**src/rtl/ysyx_24090012_pkg.sv**
```systemverilog
// Shared fetch/decode definitions: fetch FSM encoding, boot constants and system instruction encodings.
package ysyx_24090012_pkg;

    localparam int unsigned XLEN = 32;

    localparam logic [XLEN-1:0] FETCH_RESET_PC = 32'h8000_0000;
    localparam logic [XLEN-1:0] FETCH_NOP_INST = 32'h0000_0013;

    localparam logic [XLEN-1:0] INST_EBREAK = 32'h0010_0073;
    localparam logic [XLEN-1:0] INST_ECALL  = 32'h0000_0073;
    localparam logic [XLEN-1:0] INST_MRET   = 32'h3020_0073;

    typedef enum logic [1:0] {
        S_REQ  = 2'd0,
        S_WAIT = 2'd1,
        S_OUT  = 2'd2,
        S_NPC  = 2'd3
    } fetch_state_t;

    function automatic logic [XLEN-1:0] word_align(input logic [XLEN-1:0] addr);
        return {addr[XLEN-1:2], 2'b00};
    endfunction

endpackage

```
**src/rtl/ysyx_24090012_fetch_stage.sv**
```systemverilog
// Non-speculative multi-cycle fetch stage: one imem request per instruction, held until decode takes it.
// Optional YSYX_24090012_IFU_MISALIGN_EN turns a misaligned PC into a local fetch fault.
module ysyx_24090012_fetch_stage
    import ysyx_24090012_pkg::*;
#(
    parameter logic [XLEN-1:0] RESET_PC = FETCH_RESET_PC,
    parameter logic [XLEN-1:0] NOP_INST = FETCH_NOP_INST
) (
    input  logic            clk,
    input  logic            rst,
    output logic            imem_req_valid,
    input  logic            imem_req_ready,
    output logic [XLEN-1:0] imem_req_addr,
    input  logic            imem_rsp_valid,
    input  logic [XLEN-1:0] imem_rsp_data,
    input  logic            imem_rsp_err,
    output logic            inst_valid,
    input  logic            inst_ready,
    output logic [XLEN-1:0] inst,
    output logic [XLEN-1:0] inst_pc,
    output logic            inst_fault,
    input  logic            npc_valid,
    input  logic [XLEN-1:0] npc,
    output logic [XLEN-1:0] pc
);

    fetch_state_t    state, state_n;
    logic [XLEN-1:0] pc_n, inst_n, inst_pc_n;
    logic            inst_fault_n, req_valid_n, inst_valid_n;
    logic            pc_misaligned, pc_n_misaligned;

`ifdef YSYX_24090012_IFU_MISALIGN_EN
    assign pc_misaligned   = (pc[1:0] != 2'b00);
    assign pc_n_misaligned = (pc_n[1:0] != 2'b00);
`else
    assign pc_misaligned   = 1'b0;
    assign pc_n_misaligned = 1'b0;
`endif

    // State, PC and output holding registers; valids are precomputed from the next state.
    always_ff @(posedge clk) begin
        if (rst) begin
            state          <= S_REQ;
            pc             <= RESET_PC;
            imem_req_addr  <= word_align(RESET_PC);
            imem_req_valid <= 1'b0;
            inst_valid     <= 1'b0;
            inst           <= '0;
            inst_pc        <= '0;
            inst_fault     <= 1'b0;
        end else begin
            state          <= state_n;
            pc             <= pc_n;
            imem_req_addr  <= word_align(pc_n);
            imem_req_valid <= req_valid_n;
            inst_valid     <= inst_valid_n;
            inst           <= inst_n;
            inst_pc        <= inst_pc_n;
            inst_fault     <= inst_fault_n;
        end
    end

    // Next-state and holding-register update logic.
    always_comb begin
        state_n      = state;
        pc_n         = pc;
        inst_n       = inst;
        inst_pc_n    = inst_pc;
        inst_fault_n = inst_fault;

        unique case (state)
            S_REQ: begin
                if (pc_misaligned) begin
                    inst_n       = NOP_INST;
                    inst_pc_n    = pc;
                    inst_fault_n = 1'b1;
                    state_n      = S_OUT;
                end else if (imem_req_valid && imem_req_ready) begin
                    state_n = S_WAIT;
                end
            end
            S_WAIT: begin
                if (imem_rsp_valid) begin
                    inst_n       = imem_rsp_err ? NOP_INST : imem_rsp_data;
                    inst_pc_n    = pc;
                    inst_fault_n = imem_rsp_err;
                    state_n      = S_OUT;
                end
            end
            S_OUT: begin
                if (inst_ready) begin
                    state_n = S_NPC;
                end
            end
            S_NPC: begin
                if (npc_valid) begin
                    pc_n    = npc;
                    state_n = S_REQ;
                end
            end
            default: state_n = S_REQ;
        endcase

        // A misaligned PC never reaches the memory bus.
        req_valid_n  = (state_n == S_REQ) && !pc_n_misaligned;
        inst_valid_n = (state_n == S_OUT);
    end

endmodule

```
**config.mk**
```make
export PLATFORM = sky130hd
export DESIGN_NAME = ysyx_24090012_fetch_stage
export DESIGN_NICKNAME = d
export VERILOG_FILES = /design/src/rtl/ysyx_24090012_pkg.sv /design/src/rtl/ysyx_24090012_fetch_stage.sv
export SDC_FILE = /design/constraint.sdc
export NUM_CORES = 1
export LEC_CHECK = 0
export ABC_CLOCK_PERIOD_IN_PS = 1400
export BUFFER_PORTS_ARGS = -buffer_cell sky130_fd_sc_hd__clkbuf_2
export CAP_MARGIN = 20
export CORE_MARGIN = 8
export CORE_UTILIZATION = 39
export CTS_CLUSTER_SIZE = 16
export DETAILED_ROUTE_END_ITERATION = 10
export PLACE_DENSITY = 0.75
export SLEW_MARGIN = 20
export SYNTH_ARGS = -nofsm -noshare
export SYNTH_HDL_FRONTEND = slang
export SYNTH_SLANG_ARGS = --single-unit
```
**constraint.sdc**
```tcl
create_clock -name clk -period 1.4 [get_ports clk]
set_input_delay 0 -clock clk [delete_from_list [all_inputs] [get_ports clk]]
set_output_delay 0 -clock clk [all_outputs]
set_load 0.01 [all_outputs]
```
Word-level counts from Yosys, hierarchy flattened

Index checks and enable logic that the tools add are counted.

Register bits after elaboration: 103
Latch bits: 0
RAM bits: 0
ROM bits: 0
Bits of input ports: 71
Output and inout port bits: 131
Word-level logic and storage cells: 26
Memories kept: 0

$add $sub $neg: 0
$mul: 0
Div/mod/pow operators: 0
$lt $le $gt $ge: 0
Equal/unequal tests: 4
Shifts and indexed selects: 0
Multiplexer cells: 8
Bitwise operators: 0
Reductions and logical operators: 5

Operator list:

| kind                                           | number |
|---|---|
| 2-to-1 mux 32 bit                              | 3 |
| 2-to-1 mux 2 bit                               | 4 |
| case mux 2 bit (4 select lines)                | 1 |
| == test 2 bit (second input constant)          | 3 |
| zero test 2 bit                                | 2 |
| AND reduction 2 bit                            | 2 |
| == test 2 x 1 -> 1 bit (second input constant) | 1 |
| logical AND 1 bit                              | 1 |

Depth between registers and ports, before layout

Depth after elaboration: 4
Mapped depth: 6
Mapped depth without buffers: 3

Worst setup path after synthesis

Ideal clock, no wire load.

Path type: reg-to-reg
Start: register state[1]
End: register inst_pc[10]
Setup time: 0.132 ns
Arrival: 1.038 ns
Data required time: 1.268 ns
Setup slack: 0.230 ns
Stages on the path, launching flop included: 7
Path buffers: 3
Period minus slack after synthesis: 1.170 ns
Path through: dfxtp_1 -> and3b_1 -> buf_4 -> buf_6 -> buf_6 -> nand2_1 -> a21oi_1

Word-level cells in the longest chain between the ends: 2

RTL lines:

| item                          | line                            | source |
|---|---|---|
| start, declared               | ysyx_24090012_fetch_stage.sv:27 | `fetch_state_t state, state_n;` |
| start signal, assigned        | ysyx_24090012_fetch_stage.sv:52 | `state <= state_n;` |
| == test 2 x 1 -> 1 bit        | ysyx_24090012_fetch_stage.sv:71 | `unique case (state)` |
| AND reduction 2 bit (no line) | -                               |  |
| end signal, assigned          | ysyx_24090012_fetch_stage.sv:58 | `inst_pc <= inst_pc_n;` |
| end, declared                 | ysyx_24090012_fetch_stage.sv:20 | `output logic [XLEN-1:0] inst_pc,` |

Every way passes these cells.
A chain may end at the register's enable or synchronous reset.

Final worst setup path

Start: register state[0]
End: register inst[2]

Word-level cells in the longest chain between the ends: 2

RTL lines:

| item                          | line                            | source |
|---|---|---|
| == test 2 x 1 -> 1 bit        | ysyx_24090012_fetch_stage.sv:71 |  |
| AND reduction 2 bit (no line) | -                               |  |
| end signal, assigned          | ysyx_24090012_fetch_stage.sv:57 | `inst <= inst_n;` |
| end, declared                 | ysyx_24090012_fetch_stage.sv:19 | `output logic [XLEN-1:0] inst,` |

Every way passes these cells.

==> results.yml <==
setup_path:
  max_stage_delay_ns: 0.42
  path_cells: "and3b_2 > buf_12 > nand3b_1 > a21oi_1"
  cp.required_ns: 1.68
  crit_path_end_kind: "register"
  rrSetupSlack_ns: 0.12
  cp.arrival_ns: 1.56
  setup.worst_path.class: "reg2reg"
  reg2reg_depth: 4
  crit_fanout: 50
  start_kind: "register"
  cp_slowest_cell: "dfxtp_1"
cts:
  cts_max_level: 3
  cts_tree: "built"
  hold_buffers: 68
  postCtsSetupRepairBufs: 0
  cts.reportedPaths.clkPinSlew_ns: 0.09
  numCtsBuffers: 9
  ctsResizeCount: 0
  clk-insertion-delay-late_ns: 0.35
  cts_buffer_depth: 2
  cts-root-buf: "clkbuf_8"
  clock_sinks: 101
sta:
  maxSlewHeadroom: 0.652
  setup_viol: 0
  finalClockSkew_ns: 0.00695
  finalMaxSlewViolations: 0
  fmax_ghz: 0.780
  tightest_slew_ns: 0.522
  period_minus_slack_ns: 1.28
  worst_hold_slack_ns: 0.231
  rsz0062_at_grt: "false"
  setup_tns_ns: 0
  hold_violations: 0
  timing.final.crit_share: 0.916
detailed_routing:
  drc: 0
  ant_nets: 0
  first_iter_violations: 283
  wl_per_cell_um: 14.5
  dr_total_vias: 3912
  drtPass1Iterations: 4
  wl_mm: 12.1
  via_per_inst: 4.68
yosys:
  ys_ff_latch: 101
  ys_warn_count: 0
  synth.top_cells.by_area: "dfxtp_1 (52%), nand2_1 (16%), a21oi_1 (12%)"
  ys_seq_area_frac: 0.522
  synthCells: 475
  yosys_most_used_dff: "dfxtp_1"
  synth_top_area_share: 0.522
  syn_area_per_cell_um2: 8.15
  synth_cell_types: 18
  synth_largest_area_cell: "dfxtp_1"
  synth_area_um2: 3870
  synth_edf_count: 0
  synthArstFlopShare: 0
global_routing:
  grt_max_degree: 51
  grt_first_pass_wirelength_mm: 19.3
  grtUsageTotal: 0.179
  grt_pass1_vias: 3938
  overflow: 0
  antenna_found_initial: 1
pwr:
  p_switching_mw: 1.29
  pwr-share-clk: 0.344
  p_sw_frac: 0.234
  combPwrFrac: 0.117
  power_density_nw_per_um2: 980
  leakage_nw: 2.42
  vdd_drop_max_mv: 0.539
  p_int_mw: 4.21
  pwr-share-seq: 0.539
final_layout:
  layout_commonest_cell: "clkbuf_2"
  layout_common_cells: "clkbuf_2 (198), nand2_1 (161), dfxtp_1 (101)"
  finalNetCount: 768
  drive_gt1_frac: 0.325
  syn2layout_area_growth_pct: 45.0
floorplan:
  die_w_um: 116
  num_rows: 36
  die_h_um: 116
  start_util: 0.400
  core-area_um2: 9680
  ios: 202
  dieArea_um2: 13400
worst_hold_path:
  holdPathStages: 3
  min_path_type: "in2reg"
job:
  maxCapViolations: 0
placement:
  portBuffers: 199
  place.gp.congestion: 0.751
  place_hpwl_mm: 8.17
run_status:
  outcome: "complete, no violations"
-- final cells by class --
type,count,area [um^2]
repair buffers,278,1790
clock inverters,4,45.0
flip-flops and latches,101,2020
well taps,133,166
fillers,842,4070
multi-input cells,307,1420
clock buffers,12,165
diodes,1,2.50
-- kinds of logic (layout without fill, tap and decap cells) --
| kind of cell | Yosys count | count (layout) | share of synthesized area |
|---|---|---|---|
| AND/OR/NAND/NOR | 209 | 209 | 0.240 |
| flip-flops | 101 | 101 | 0.522 |
| AO/OA/AOI/OAI | 96 | 96 | 0.125 |
| buffers and inverters | 68 | 294 | 0.111 |
| other | 1 | 3 | 0.000969 |
-- metal layers --
layer,routed length [um],global-route usage,share of wire
met1,4640,0.190,0.38
met2,6130,0.323,0.51
met3,988,0.0464,0.082
met4,346,0.0856,0.029
met5,0,0,0
-- worst paths after layout --
kind | start | endpoint
hold reg to reg | inst[26] | inst[26]
setup / recovery | state[0] | inst[2]
hold / removal | imem_rsp_err | inst_fault
setup reg to reg | state[0] | inst[2]
-- cell usage after synthesis (4+ instances only) --
library cell	n
a21oi_1	95
buf_2	11
buf_4	35
buf_6	4
clkbuf_1	17
dfxtp_1	101
nand2_1	161
nand3b_1	31
nor2_1	6
nor3_1	6
-- stage by stage --
stage | cells | utilization | worst slack [ns] | power [mW] | area, um^2
final | 836 | 0.579 | 0.118 | 5.50 | 5610
after global routing | 836 | 0.579 | 0.00560 | 5.77 | 5610
after CTS | 835 | 0.579 | 0.128 | 5.58 | 5610
after detailed placement | 751 | 0.487 | 0.153 | 3.53 | 4720
after global placement | 751 | 0.487 | 0.225 | 3.51 | 4720
after floorplan | 476 | - | 0.230 | 3.32 | 3870
-- worst max-delay path: cells and delay by family (launching register included) --
kind            cells  cell delay, ns
compound gates      1            0.17
buf+inv             1            0.24
flops               1            0.42
simple gates        2            0.38
-- registers in the layout, indices dropped and copies added (netlist names) --
signal and cells:
state 2, pc 32, inst_fault 1, inst 32
inst_pc 32, imem_req_valid 1, inst_valid 1
-- power groups by stage --
stage,Clock (mW),Sequential (mW),Combinational [mW]
after global placement,0,3.03,0.483
final,1.89,2.96,0.644
after global routing,2.09,2.98,0.704
after CTS,1.97,2.97,0.643
after detailed placement,0,3.03,0.492
after floorplan,0,3.05,0.272
Power figures use the tool's default switching activity.
